### src/rtl/never8_control_if.sv
// Never8 sequencer bus bundle: instruction-fetch handshake and output port.
interface never8_control_if;
  logic       imem_req;
  logic [4:0] imem_addr;
  logic       imem_ack;
  logic [7:0] imem_data;
  logic       out_valid;
  logic [7:0] out_data;
  logic       out_ready;

  modport master (
    output imem_req, imem_addr, out_valid, out_data,
    input  imem_ack, imem_data, out_ready
  );

  modport slave (
    input  imem_req, imem_addr, out_valid, out_data,
    output imem_ack, imem_data, out_ready
  );
endinterface

### src/rtl/never8_control.sv
// Never8 fetch/decode/execute sequencer. Owns pc, ir, acc and flags,
// drives the ALU operands, and consumes ALU results in EXEC.
module never8_control (
  input  logic                     clk,
  input  logic                     reset_n,
  never8_control_if.master         bus,
  output logic [2:0]               alu_opcode,
  output logic [4:0]               alu_a,
  output logic [7:0]               alu_b,
  input  logic [7:0]               alu_data,
  input  logic                     alu_c,
  input  logic                     alu_z,
  output logic [7:0]               acc,
  output logic                     zflag,
  output logic                     cflag,
  output logic [4:0]               pc,
  output logic                     halted
);

  typedef enum logic [1:0] {
    S_FETCH    = 2'd0,
    S_EXEC     = 2'd1,
    S_OUT_WAIT = 2'd2,
    S_HALT     = 2'd3
  } state_t;

  localparam logic [2:0] OP_ADD = 3'b000;
  localparam logic [2:0] OP_SUB = 3'b001;
  localparam logic [2:0] OP_LDI = 3'b010;
  localparam logic [2:0] OP_JMP = 3'b011;
  localparam logic [2:0] OP_JZ  = 3'b100;
  localparam logic [2:0] OP_JC  = 3'b101;
  localparam logic [2:0] OP_OUT = 3'b110;
  localparam logic [2:0] OP_HLT = 3'b111;

  state_t     state_q, state_d;
  logic [4:0] pc_q, pc_d;
  logic [7:0] ir_q, ir_d;
  logic [7:0] acc_q, acc_d;
  logic       z_q, z_d;
  logic       c_q, c_d;
  logic [7:0] out_data_q, out_data_d;

  // ALU operands follow the decoded instruction and accumulator continuously.
  assign alu_opcode = ir_q[7:5];
  assign alu_a      = ir_q[4:0];
  assign alu_b      = acc_q;

  // Request is masked during reset so memory never sees a stray fetch.
  assign bus.imem_req  = reset_n && (state_q == S_FETCH);
  assign bus.imem_addr = pc_q;
  assign bus.out_valid = (state_q == S_OUT_WAIT);
  assign bus.out_data  = out_data_q;

  assign acc    = acc_q;
  assign zflag  = z_q;
  assign cflag  = c_q;
  assign pc     = pc_q;
  assign halted = (state_q == S_HALT);

  // Next-state and architectural-state update; everything holds by default.
  always_comb begin
    state_d    = state_q;
    pc_d       = pc_q;
    ir_d       = ir_q;
    acc_d      = acc_q;
    z_d        = z_q;
    c_d        = c_q;
    out_data_d = out_data_q;
    case (state_q)
      S_FETCH: begin
        if (bus.imem_ack) begin
          ir_d    = bus.imem_data;
          pc_d    = pc_q + 5'd1;
          state_d = S_EXEC;
        end
      end
      S_EXEC: begin
        state_d = S_FETCH;
        case (ir_q[7:5])
          OP_ADD, OP_SUB: begin
            acc_d = alu_data;
            z_d   = alu_z;
            c_d   = alu_c;
          end
          OP_LDI: begin
            acc_d = {3'b000, ir_q[4:0]};
            z_d   = (ir_q[4:0] == 5'd0);
            c_d   = 1'b0;
          end
          OP_JMP: pc_d = ir_q[4:0];
          // Flags tested here are the ones registered before this EXEC.
          OP_JZ:  if (z_q) pc_d = ir_q[4:0];
          OP_JC:  if (c_q) pc_d = ir_q[4:0];
          OP_OUT: begin
            out_data_d = acc_q;
            state_d    = S_OUT_WAIT;
          end
          OP_HLT: state_d = S_HALT;
          default: state_d = S_FETCH;
        endcase
      end
      S_OUT_WAIT: begin
        if (bus.out_ready) state_d = S_FETCH;
      end
      S_HALT: state_d = S_HALT;
      default: state_d = S_FETCH;
    endcase
  end

  // State register with synchronous active-low reset over all state.
  always_ff @(posedge clk) begin
    if (!reset_n) begin
      state_q    <= S_FETCH;
      pc_q       <= 5'd0;
      ir_q       <= 8'd0;
      acc_q      <= 8'd0;
      z_q        <= 1'b0;
      c_q        <= 1'b0;
      out_data_q <= 8'd0;
    end else begin
      state_q    <= state_d;
      pc_q       <= pc_d;
      ir_q       <= ir_d;
      acc_q      <= acc_d;
      z_q        <= z_d;
      c_q        <= c_d;
      out_data_q <= out_data_d;
    end
  end

endmodule

### src/flat_wrapper.sv
// flat-port wrapper written by rule: the top's interface ports become plain ports
module never8_control_flat 
  (clk, reset_n, alu_opcode, alu_a, alu_b, alu_data, alu_c, alu_z, acc, zflag, cflag, pc, halted, bus_imem_req, bus_imem_addr, bus_out_valid, bus_out_data, bus_imem_ack, bus_imem_data, bus_out_ready);
  never8_control_if bus_i ();
  input  logic clk;
  input  logic reset_n;
  output logic [2:0] alu_opcode;
  output logic [4:0] alu_a;
  output logic [7:0] alu_b;
  input  logic [7:0] alu_data;
  input  logic alu_c;
  input  logic alu_z;
  output logic [7:0] acc;
  output logic zflag;
  output logic cflag;
  output logic [4:0] pc;
  output logic halted;
  output wire logic [$bits(bus_i.imem_req)-1:0] bus_imem_req;
  output wire logic [$bits(bus_i.imem_addr)-1:0] bus_imem_addr;
  output wire logic [$bits(bus_i.out_valid)-1:0] bus_out_valid;
  output wire logic [$bits(bus_i.out_data)-1:0] bus_out_data;
  input wire logic [$bits(bus_i.imem_ack)-1:0] bus_imem_ack;
  input wire logic [$bits(bus_i.imem_data)-1:0] bus_imem_data;
  input wire logic [$bits(bus_i.out_ready)-1:0] bus_out_ready;
  assign bus_imem_req = bus_i.imem_req;
  assign bus_imem_addr = bus_i.imem_addr;
  assign bus_out_valid = bus_i.out_valid;
  assign bus_out_data = bus_i.out_data;
  assign bus_i.imem_ack = bus_imem_ack;
  assign bus_i.imem_data = bus_imem_data;
  assign bus_i.out_ready = bus_out_ready;
  never8_control u_core (.clk(clk), .reset_n(reset_n), .bus(bus_i), .alu_opcode(alu_opcode), .alu_a(alu_a), .alu_b(alu_b), .alu_data(alu_data), .alu_c(alu_c), .alu_z(alu_z), .acc(acc), .zflag(zflag), .cflag(cflag), .pc(pc), .halted(halted));
endmodule
### config.mk
export PLATFORM = sky130hd
export DESIGN_NAME = never8_control_flat
export DESIGN_NICKNAME = d
export VERILOG_FILES = /design/src/rtl/never8_control_if.sv /design/src/rtl/never8_control.sv /design/src/flat_wrapper.sv
export SDC_FILE = /design/constraint.sdc
export NUM_CORES = 1
export LEC_CHECK = 0
export BUFFER_PORTS_ARGS = -buffer_cell sky130_fd_sc_hd__clkbuf_2
export CORE_ASPECT_RATIO = 0.75
export CORE_MARGIN = 2
export CORE_UTILIZATION = 42
export DETAILED_ROUTE_END_ITERATION = 10
export GPL_ROUTABILITY_DRIVEN = 0
export PLACE_DENSITY = 0.74
export SLEW_MARGIN = 20
export SYNTH_ARGS = -nofsm -noshare
export SYNTH_HDL_FRONTEND = slang
export SYNTH_SLANG_ARGS = --single-unit
### constraint.sdc
create_clock -name clk -period 1.53 [get_ports clk]
set_clock_uncertainty 0.1 [all_clocks]
set_input_delay 0.2295 -clock clk [delete_from_list [all_inputs] [get_ports clk]]
set_output_delay 0.2295 -clock clk [all_outputs]
set_load 0.01 [all_outputs]
# Word-level counts from Yosys, hierarchy flattened
# Index checks and enable logic that the tools add are counted.
[totals] ff_bits=33 latchBits=0 ram_bits=0 mem_bits_ro=0 inputBits=22 memories=0
[op_classes] addsub=1 n_mul=0 div_mod_pow=0 order_cmp=0 eq_ne=15 shifts=0 mux=12 n_bitwise=0 reduce_logical=12
[ops] op="one-hot mux 8 bit (2 select lines)" count=1
[ops] op="two-way mux 5 bit" count=3
[ops] op="one-hot mux 5 bit (3 select lines)" count=1
[ops] op="== test 3 bit (second input constant)" count=4
[ops] op="one-hot mux 5 bit (2 select lines)" count=1
[ops] op="one-hot mux 2 bit (4 select lines)" count=1
[ops] op="AND reduction 2 bit" count=4
[ops] op="== test 3 x 2 -> 1 bit (second input constant)" count=2
[ops] op="!= test 3 x 2 -> 1 bit (second input constant)" count=2
[ops] op="adder 5 x 1 -> 5 bit (second input constant)" count=1
[ops] op="zero test 5 bit" count=1
[ops] op="AND reduction 5 bit" count=1
[ops] op="== test 2 bit (second input constant)" count=2
[ops] op="two-way mux 2 bit" count=2
[ops] op="!= test 4 x 3 -> 1 bit (second input constant)" count=1
[ops] op="one-hot mux 1 bit (2 select lines)" count=2
[ops] op="one-hot mux 2 bit (2 select lines)" count=1
[ops] op="nonzero test 2 bit" count=2
[ops] op="== test 3 x 1 -> 1 bit (second input constant)" count=1
[ops] op="zero test 3 bit" count=1
[ops] op="== test 2 x 1 -> 1 bit (second input constant)" count=1
[ops] op="zero test 2 bit" count=1
[ops] op="!= test 2 x 1 -> 1 bit (second input constant)" count=1
[ops] op="!= test 2 bit (second input constant)" count=1
[ops] op="2 further kinds" count=2

# Depth between registers and ports, before layout
# Gate-level depths: netlist (run 1).
[depth] ltp_word=4 ltp_mapped=7 depth_no_buf=4

# Worst setup path after synthesis (run 1)
# OpenSTA, ideal clock, no wires.
[synth_path] path_type="reg-to-reg" from="register u_core.ir_q[5]" to="register u_core.pc_q[0] (netlist: u_core.bus.imem_addr[0])" t_arrival_ns=1.381 setup_slack_ns=-0.071 stages_incl_launch_ff=6 period_less_slack_ns=1.601 cell_sequence="dfxtp_1 > nand2_2 > o32a_1 > buf_6 > and3_4 > o31a_1"
[synth_via] elab_chain_len=3
[synth_lines] item="from (decl)" line="never8_control.sv:38" source="logic [7:0] ir_q, ir_d;"
[synth_lines] item="from (signal assigned)" line="never8_control.sv:124" source="ir_q <= ir_d;"
[synth_lines] item="== test 3 bit / == test 3 x 2 -> 1 bit (equally long branches)" line="never8_control.sv:80" source="case (ir_q[7:5])"
[synth_lines] item="one-hot mux 5 bit (3 select lines) (tied with other cells)" line="never8_control.sv:80"
[synth_lines] item="one-hot mux 5 bit (2 select lines) / AND reduction 5 bit (equally long branches)"
[synth_lines] item="to (signal assigned)" line="never8_control.sv:123" source="pc_q <= pc_d;"
[synth_lines] item="to (decl)" line="never8_control.sv:37" source="logic [4:0] pc_q, pc_d;"
# Several ways; a longest one is shown, not always the timed one.
# A chain may end at the register's enable or synchronous reset.

# Worst setup path in the final report (run 1)
[layout_path] from="register u_core.state_q[1]" to="register u_core.pc_q[0] (netlist: u_core.bus.imem_addr[0])"
[layout_via] elab_chain_len=3
[layout_lines] item="from (decl)" line="never8_control.sv:36" source="state_t state_q, state_d;"
[layout_lines] item="from (signal assigned)" line="never8_control.sv:122" source="state_q <= state_d;"
[layout_lines] item="== test 2 x 1 -> 1 bit / zero test 2 bit (equally long branches)" line="never8_control.sv:70" source="case (state_q)"
[layout_lines] item="!= test 4 x 3 -> 1 bit (no source line) (tied with other cells)"
[layout_lines] item="AND reduction 5 bit (no source line)"
# Several ways; a longest one is shown, not always the timed one.

==> results of run 1 <==
[final cells by class]
cell class                      instances  area [um^2]
Clock buffer                            6         72.6
Clock inverter                          2         10.0
Fill cell                             354         1500
Inverter                                5         18.8
Multi-Input combinational cell        115          818
Sequential cell                        33          672
Tap cell                               52         65.1
Timing Repair Buffer                   88          507
[cell families (layout without fill, tap and decap cells)]
logic type	count (synthesis)	count (layout)
fa+ha+maj	1	1
simple gates	65	65
compound gates	38	39
flops	33	33
mux	10	10
buf+inv	29	101
[worst max-delay path, cell delays in order, from the launching register on]
cell and delay [ns]:
dfxtp_2 0.34, nand2b_4 0.15, o32a_1 0.40, and3_4 0.17, o31a_1 0.23
[state kept, by name, summed over array words and instances (netlist names)]
signal                count
u_core.bus.imem_addr      5
u_core.acc                8
u_core.bus.out_data       8
u_core.cflag              1
u_core.ir_q               8
u_core.state_q            2
u_core.zflag              1
[worst paths after layout]
kind,from,end,cells past startpoint
worst min register to register,u_core.acc[6]$_SDFFE_PN0P_,u_core.acc[6]$_SDFFE_PN0P_,2
worst min-delay path,bus_imem_data[5],u_core.ir_q[5]$_SDFFE_PN0P_,3
worst max-delay path,u_core.state_q[1]$_SDFFE_PN0P_,u_core.bus.imem_addr[0]$_SDFFE_PN0P_,4
worst max register to register,u_core.state_q[1]$_SDFFE_PN0P_,u_core.bus.imem_addr[0]$_SDFFE_PN0P_,4
[timing repair]
item	in CTS	in global routing
gates cloned	1	0
buffers inserted	0	1
setup endpoints to repair	2	16
resized for setup	1	11
pin swaps	1	2
[per-layer routing]
layer	track usage, %	part of all wire (%)	up-vias
li1	-	-	744
met1	27.1	51	664
met2	25.2	41	54
met3	5.57	6.5	7
met4	6.02	1.5	0
met5	0	0	-
[through the flow]
| step | worst slack, ns | hold WS (ns) | setup TNS (ns) | area (um^2) | util (%) |
|---|---|---|---|---|---|
| 5_1_grt | -0.0250 | 0.0843 | -0.0632 | 2160 | 59.1 |
| 2_1_floorplan | -0.00603 | 0.267 | -0.00603 | 1630 | - |
| 3_5_place_dp | -0.00920 | 0.371 | -0.00920 | 2010 | 54.9 |
| 6_report | 0.0265 | 0.0650 | 0 | 2160 | 59.1 |
| 4_1_cts | 0.00108 | 0.0666 | 0 | 2100 | 57.5 |
| 3_3_place_gp | 0.00464 | 0.368 | 0 | 2010 | 54.9 |
[layout by cell type, fill, tap and decap left out, types with 3 or more instances in the layout]
cell type,count
o22ai_1,3
o21a_1,3
buf_4,18
a21boi_0,13
o211ai_1,3
nand3_1,5
inv_1,5
mux2i_1,9
and3_1,4
dfxtp_1,28
nor2b_1,9
o21ai_0,3
dfxtp_2,3
o211a_1,5
clkbuf_2,68
clkbuf_8,5
nand2_1,28
a21oi_1,3
[power breakdown]
group / internal [mW] / switching (mW)
registers: 0.896 / 0.0445
clock network: 0.315 / 0.319
logic: 0.153 / 0.154
==> out/metrics.yaml, run 1 <==
status:
  status: "complete, no violations"
sta:
  slew-limit-headroom_pct: 86.8
  timing.fmax_ghz: 0.665
  period_share_pct: 98.3
  tightest_slew_ns: 0.198
  fin_crit_ns: 1.50
  setup_viol: 0
  slew_violations: 0
  finalHoldViolCount: 0
  grt_setup_unrepaired: "true"
global_route:
  globalRouteTotalUtil_pct: 18.3
  grt_start_max_net_pins: 18
  grt_pass1_vias: 1290
  grt_antenna_before_repair: 0
  grt.overflow.total: 0
  grt_pass1_wl_um: 6040
floorplanning:
  die_w_um: 75.6
  rows: 19
  io_pins: 69
  start_util_pct: 44.1
  die_y_um: 57.7
  core_um2: 3660
  die_area_um2: 4360
layout:
  fin_cells: 301
  fin_nets: 271
  antenna_cells: 0
  area_growth_pct: 34.0
  drive_above_1_share_pct: 45.0
setup_path:
  critPathCaptureType: "flip-flop"
  startpoint_type: "flip-flop"
  worstSetupPathType: "flip-flop to flip-flop"
  reg2reg_slack_ns: 0.03
  cp.required_ns: 1.61
  cp.arrival_ns: 1.58
  cp_max_fo: 5
placement:
  portBuffers: 68
  placedCellCount: 291
  dp_hpwl_um: 2750
yosys:
  syn_avg_cell_area_um2: 9.17
  ys.flop_type: "dfxtp_1"
  yosys_warnings: 0
  synthSimpleGateAreaFrac_pct: 22.6
  yosysMostFrequentCell: "dfxtp_1"
  syn_nets: 199
  yosysSeqAreaShare_pct: 40.9
  synth_cells: 176
  async_flop_share_pct: 0
  ys_types: 37
  synth_area_um2: 1610
  yosys_register_bits: 33
  netlist_top_cells_count: "dfxtp_1 (33), nand2_1 (28), a21boi_0 (14), buf_4 (14), mux2i_1 (10)"
  synth_edf_count: 0
  synth_compound_area_share_pct: 17.9
  synth.largest_area_cell: "dfxtp_1"
  ys_top_cells_by_area: "dfxtp_1 (41%), a21boi_0 (6.5%), buf_4 (6.5%)"
  muxShareOfSynthArea_pct: 6.20
  synth_top_family_by_area: "simple AND/OR/NAND/NOR gates"
  synth_xor_area_share_pct: 0
  post_synth_fa_ha_maj_area_fraction_pct: 0.775
  yosysTopAreaCellShare_pct: 40.9
route:
  ant_nets: 0
  via_per_inst: 4.88
  routed_wl_um: 3810
  dr.pass1.iters: 4
  drc: 0
  drtIter0Drc: 60
  vias: 1469
  routedWlPerCell_um: 12.7
clock_network:
  cts_buffers: 5
  path_clk_slew_ns: 0.07
  clock_latency_ns: 0.29
  ctsHoldBuffers: 0
  clock_sinks: 33
  root_buffer: "clkbuf_8"
  cts.htree.levels: 2
  clockBufferDepth: 2
  cts_tree: "built"
min_path:
  hp-class: "input pin to flip-flop"
power_and_ir_drop:
  vdd_drop_max_mv: 0.591
  powerDensity_nw_per_um2: 869
  leakage_nw: 1.02
  power.total_mw: 1.88
flow_run:
  maxCapViolations: 0
(Power assumes the default switching activity.)
==> inputs of run 2 (changes only) <==
Settings changed: PLACE_DENSITY 0.74 to 0.77.
==> run 2 against run 1 <==
Against the previous run:
- worst hold slack better by 0.0034 ns
- flip-flop and latch count unchanged
- sequential power about the same
- global-route usage rose by 0.99 points
- largest power group unchanged
- maximum frequency is 0.82% higher
- non-clock buffer count grew 4
- power grew 1.7%
- register-to-register slack is essentially flat
- cell count grew 1.0%
- clock power up 3.3%
- core utilization is 0.65 points higher
- first-iteration DRC count decreased by 15%
==> out/metrics.yaml, run 2 (synthesis gave the netlist of run 1 again) <==
power_and_ir_drop:
  vdd_drop_max_mv: 0.658  # +11%
  power.total_mw: 1.91  # +1.7%
  leakage_nw: 1.04  # +2.1%
  powerDensity_nw_per_um2: 875  # +0.62%
global_route:
  grt_antenna_before_repair: 0  # unchanged
  grt_start_max_net_pins: 17  # -1
  grt.overflow.total: 0  # unchanged
  grt_pass1_wl_um: 6210  # +2.9%
  globalRouteTotalUtil_pct: 19.3  # +0.99 points
  grt_pass1_vias: 1350  # +4.7%
setup_path:
  cp_slowest_cell: "o32a_1"
  worstSetupPathType: "flip-flop to flip-flop"
  max_stage_delay_ns: 0.39  # about the same
  cp.arrival_ns: 1.57  # about the same
  critPathCaptureType: "flip-flop"
  startpoint_type: "flip-flop"
  cp.required_ns: 1.60  # about the same
  cp_max_fo: 5  # unchanged
  reg2reg_slack_ns: 0.04  # about the same
  r2r.worst_path.cells: 4  # unchanged
  crit_chain: "nand2b_4 > o32a_1 > and3_4 > o31a_1"
  reg2reg_to: "u_core.bus.imem_addr[0]$_SDFFE_PN0P_"
  r2r-start: "u_core.state_q[1]$_SDFFE_PN0P_"
sta:
  slew-limit-headroom_pct: 82.0  # -4.7 points
  grt_setup_unrepaired: "true"
  slew_violations: 0  # unchanged
  fin_crit_ns: 1.49  # -0.0122 ns
  finalHoldViolCount: 0  # unchanged
  tightest_slew_ns: 0.267  # +0.0685 ns
  setup_viol: 0  # unchanged
  period_share_pct: 97.5  # -0.80 points
  timing.fmax_ghz: 0.671  # +0.82%
clock_network:
  ctsHoldBuffers: 0  # unchanged
  cts_tree: "built"
  clock_sinks: 33  # unchanged
  cts_buffers: 5  # unchanged
  cts.htree.levels: 2  # unchanged
  root_buffer: "clkbuf_8"
  clockBufferDepth: 2  # unchanged
  clock_latency_ns: 0.28  # about the same
  path_clk_slew_ns: 0.06  # about the same
layout:
  fillCellCount: 355  # +0.28%
  drive_above_1_share_pct: 45.2  # +0.26 points
  fin_util_pct: 59.7  # +0.65 points
  multi_input_area_um2: 808  # -1.2%
  antenna_cells: 0  # unchanged
  fin_nets: 275  # +1.5%
  final_common_cell: "clkbuf_2"
  regArea_um2: 672  # unchanged
  fin_cells: 304  # +1.0%
  final_cell_mix: "clkbuf_2 (68), nand2_1 (28), dfxtp_1 (28), buf_4 (22), a21boi_0 (13)"
  area_growth_pct: 35.5
route:
  vias: 1495  # +1.8%
  routed_wl_um: 3950  # +3.6%
  dr.pass1.iters: 4  # unchanged
  drtIter0Drc: 51  # -15%
  ant_nets: 0  # unchanged
  drc: 0  # unchanged
  routedWlPerCell_um: 13.0  # +2.6%
  via_per_inst: 4.92  # +0.77%
floorplanning:
  die_area_um2: 4360  # unchanged
  rows: 19  # unchanged
  die_y_um: 57.7  # unchanged
  io_pins: 69  # unchanged
  start_util_pct: 44.1  # unchanged
  core_um2: 3660  # unchanged
  die_w_um: 75.6  # unchanged
min_path:
  hp-start: "bus_imem_data[6]"
  min_path_cells: 3  # unchanged
  hold_end: "u_core.ir_q[6]$_SDFFE_PN0P_"
  hp-class: "input pin to flip-flop"
placement:
  dp_hpwl_um: 2860  # +3.8%
  portBuffers: 68  # unchanged
  placedCellCount: 293  # +0.69%
flow_run:
  maxCapViolations: 0  # unchanged
status:
  status: "complete, no violations"
## run 2: per-stage QoR
step,hold WS (ns),TNS [ns],instance area (um^2),worst slack (ns)
floorplan,0.267,-0.00603,1630,-0.00603
global placement,0.364,0,2030,0.0195
detailed placement,0.369,-0.0404,2030,-0.0294
CTS,0.0613,0,2130,0.00467
global route,0.0762,-0.0448,2190,-0.0184
finish,0.0684,0,2190,0.0387
## run 2: timing repair
action                     4_1_cts  5_1_grt
cloned                           1        1
buffers inserted                 0        2
setup endpoints to repair        5       13
pin swaps                        1        3
gates resized for setup          2       12
## run 2: area by class of cell
| type | instances | share of cell area, % |
|---|---|---|
| Multi-Input combinational cell | 115 | 37.0 |
| Sequential cell | 33 | 30.7 |
| Timing Repair Buffer | 92 | 24.5 |
| Clock buffer | 7 | 3.95 |
| Tap cell | 52 | 2.97 |
| Inverter | 5 | 0.858 |
## run 2: how the worst max path moves through the flow
stage	start	endpoint	slack [ns]	cells after the start
after floorplan	u_core.ir_q[5]$_SDFFE_PN0P_	u_core.bus.imem_addr[0]$_SDFFE_PN0P_	-0.006	5
after global placement	u_core.state_q[0]$_SDFFE_PN0P_	u_core.bus.imem_addr[0]$_SDFFE_PN0P_	0.02	4
after detailed placement	u_core.state_q[0]$_SDFFE_PN0P_	u_core.bus.imem_addr[0]$_SDFFE_PN0P_	-0.03	4
after CTS	u_core.state_q[1]$_SDFFE_PN0P_	u_core.bus.imem_addr[0]$_SDFFE_PN0P_	0.005	4
after global routing	u_core.state_q[1]$_SDFFE_PN0P_	u_core.bus.imem_addr[0]$_SDFFE_PN0P_	-0.02	4
final	u_core.state_q[1]$_SDFFE_PN0P_	u_core.bus.imem_addr[0]$_SDFFE_PN0P_	0.04	4
## run 2: routing by layer
| layer | global-route usage (%) | part of all wire, % | vias up |
|---|---|---|---|
| li1 | - | - | 755 |
| met1 | 25.1 | 49 | 685 |
| met2 | 30.3 | 43 | 50 |
| met3 | 6.96 | 6.7 | 5 |
| met4 | 5.26 | 0.99 | 0 |
| met5 | 0 | 0 | - |
## run 2: critical path: cells and delay by family (launching register included)
family	cells	cell delay, ns
compound gates	2	0.62
flops	1	0.33
simple gates	2	0.32
## run 2: power by group
group          leakage [nW]  switching (mW)  total [mW]  internal, mW
logic                 0.726           0.161       0.322         0.161
registers             0.272          0.0408       0.937         0.896
clock network        0.0443           0.298       0.654         0.356
==> inputs of run 3 (changes only) <==
Settings changed: ABC_CLOCK_PERIOD_IN_PS from default to 1530, BUFFER_PORTS_ARGS -buffer_cell sky130_fd_sc_hd__clkbuf_2 to default, CORE_UTILIZATION 42 to 55, CTS_BUF_LIST from default to sky130_fd_sc_hd__clkbuf_8, DONT_BUFFER_PORTS from default to 1, PLACE_DENSITY 0.77 to 0.75.
==> run 3 against run 2 <==
Against the previous run:
- the flow now finishes with violations (negative hold slack)
- first-iteration DRC count is 12% higher
- sequential power is 1% higher
- die area is 22% lower
- sequential share of layout area is 5.7 points higher
- largest cell class unchanged
==> out/metrics.yaml, run 3 (synthesis gave the netlist of run 1 again) <==
setup_path:
  cp_max_fo: 9  # +4
  cp.required_ns: 1.60  # about the same
  reg2reg_slack_ns: 0.01  # -0.03 ns
  critPathCaptureType: "flip-flop"
  reg2reg_to: "u_core.bus.imem_addr[0]$_SDFFE_PN0P_"
  cp.arrival_ns: 1.59  # +0.02 ns
  r2r.worst_path.cells: 4  # unchanged
  r2r-start: "u_core.state_q[1]$_SDFFE_PN0P_"
  startpoint_type: "flip-flop"
  worstSetupPathType: "flip-flop to flip-flop"
sta:
  timing.fmax_ghz: 0.659  # -1.8%
  finalHoldViolCount: 26  # +26
  grt_setup_unrepaired: "true"
  setup_viol: 0  # unchanged
  period_share_pct: 99.3  # +1.8 points
  tns_ns: 0  # unchanged
  fin_crit_ns: 1.52  # +0.0273 ns
  slew_violations: 0  # unchanged
  hold_ws_ns: -0.0318  # -0.100 ns
  tightest_slew_ns: 0.300  # +0.0333 ns
  slew-limit-headroom_pct: 80.0  # -2.1 points
min_path:
  hp-class: "input pin to flip-flop"
  min_path_cells: 1  # -2
  hp-start: "reset_n"
  hold_end: "u_core.bus.imem_addr[4]$_SDFFE_PN0P_"
layout:
  fin_area_um2: 1850  # -16%
  antenna_cells: 0  # unchanged
  drive_above_1_share_pct: 24.1  # -21 points
  area_growth_pct: 14.3
  fin_nets: 209  # -24%
  fillCellCount: 224  # -37%
  final_cell_mix: "nand2_1 (28), dfxtp_1 (28), buf_4 (20), a21boi_0 (11), mux2i_1 (10)"
floorplanning:
  start_util_pct: 59.7  # +16 points
  die_w_um: 66.6  # -12%
  io_pins: 69  # unchanged
  rows: 16  # -3
  die_area_um2: 3390  # -22%
  die_y_um: 50.9  # -12%
  core_um2: 2700  # -26%
route:
  dr.pass1.iters: 4  # unchanged
  routedWlPerCell_um: 16.1  # +24%
  drc: 0  # unchanged
  routed_wl_um: 3600  # -8.9%
  via_per_inst: 5.68  # +16%
  drtIter0Drc: 57  # +12%
  vias: 1267  # -15%
  ant_nets: 0  # unchanged
status:
  status: "finished, violations left"
  failed_checks: "negative hold slack"
clock_network:
  ctsHoldBuffers: 4  # +4
  path_clk_slew_ns: 0.06  # about the same
  clock_sinks: 33  # unchanged
  cts_tree: "built"
  clock_latency_ns: 0.28  # about the same
  cts.htree.levels: 2  # unchanged
  root_buffer: "clkbuf_8"
  clockBufferDepth: 2  # unchanged
  cts_buffers: 5  # unchanged
power_and_ir_drop:
  power.total_mw: 1.78  # -6.8%
  vdd_drop_max_mv: 0.637  # -3.2%
  powerDensity_nw_per_um2: 966  # +10%
  leakage_nw: 0.763  # -27%
global_route:
  grt_antenna_before_repair: 0  # unchanged
  grt_start_max_net_pins: 35  # +18
  grt.overflow.total: 0  # unchanged
  grt_pass1_vias: 1255  # -7.0%
  globalRouteTotalUtil_pct: 22.1  # +2.9 points
  grt_pass1_wl_um: 5530  # -11%
placement:
  portBuffers: 0  # -100%
  dpl_cell_area_um2: 1670  # -18%
  dp_hpwl_um: 2570  # -9.9%
flow_run:
  maxCapViolations: 0  # unchanged
run 3: repair_timing:
item                                   4_1_cts  5_1_grt
setup buffers                                0        1
resized for setup                            5       10
endpoints found under the hold margin       30       22
pin swaps                                    0        2
setup endpoints to repair                    6       15
cloned                                       0        1
run 3: worst max-delay path by stage:
stage	from	slack [ns]	end
3_3_place_gp	u_core.state_q[0]$_SDFFE_PN0P_	-0.02	u_core.bus.imem_addr[0]$_SDFFE_PN0P_
3_5_place_dp	u_core.state_q[0]$_SDFFE_PN0P_	-0.05	u_core.bus.imem_addr[0]$_SDFFE_PN0P_
2_1_floorplan	u_core.ir_q[5]$_SDFFE_PN0P_	-0.006	u_core.bus.imem_addr[0]$_SDFFE_PN0P_
6_report	u_core.state_q[1]$_SDFFE_PN0P_	0.01	u_core.bus.imem_addr[0]$_SDFFE_PN0P_
4_1_cts	u_core.ir_q[5]$_SDFFE_PN0P_	0.02	u_core.bus.imem_addr[0]$_SDFFE_PN0P_
5_1_grt	u_core.state_q[1]$_SDFFE_PN0P_	-0.04	u_core.bus.out_data[4]$_SDFFE_PN0P_
run 3: routing by layer:
| layer | share of wire (%) | up-vias | track usage [%] | wire, um |
|---|---|---|---|---|
| met2 | 46 | 57 | 34.3 | 1670 |
| met3 | 12 | 4 | 11.7 | 437 |
| li1 | - | 617 | - | - |
| met4 | 1.0 | 0 | 11.2 | 37 |
| met1 | 40 | 589 | 24.7 | 1450 |
| met5 | 0 | - | 0 | 0 |
run 3: layout make-up:
cell class / count / area (um^2) / share of cell area [%]
well taps: 36 / 45.0 / 2.44
repair buffers: 27 / 233 / 12.6
clock buffers: 5 / 68.8 / 3.73
inverters: 5 / 18.8 / 1.02
flip-flops and latches: 33 / 672 / 36.4
clock inverters: 3 / 13.8 / 0.746
multi-input cells: 114 / 795 / 43.1
run 3: per-stage QoR:
stage,utilization (%),instances,worst slack (ns)
after detailed placement,61.6,209,-0.0514
after global routing,68.3,223,-0.0389
after CTS,66.9,221,0.0224
after global placement,61.6,209,-0.0152
after floorplan,-,176,-0.00603
final,68.3,223,0.0115
run 3: report_power, final:
group	internal, mW	switching (mW)
Combinational	0.113	0.110
Sequential	0.895	0.0553
Clock	0.308	0.302
Total	1.32	0.467
run 3: worst max-delay path, stage by stage (launching register included):
cell	delay (ns)
dfxtp_4	0.37
nand2b_4	0.15
o32a_4	0.36
and3_4	0.19
o31a_1	0.23
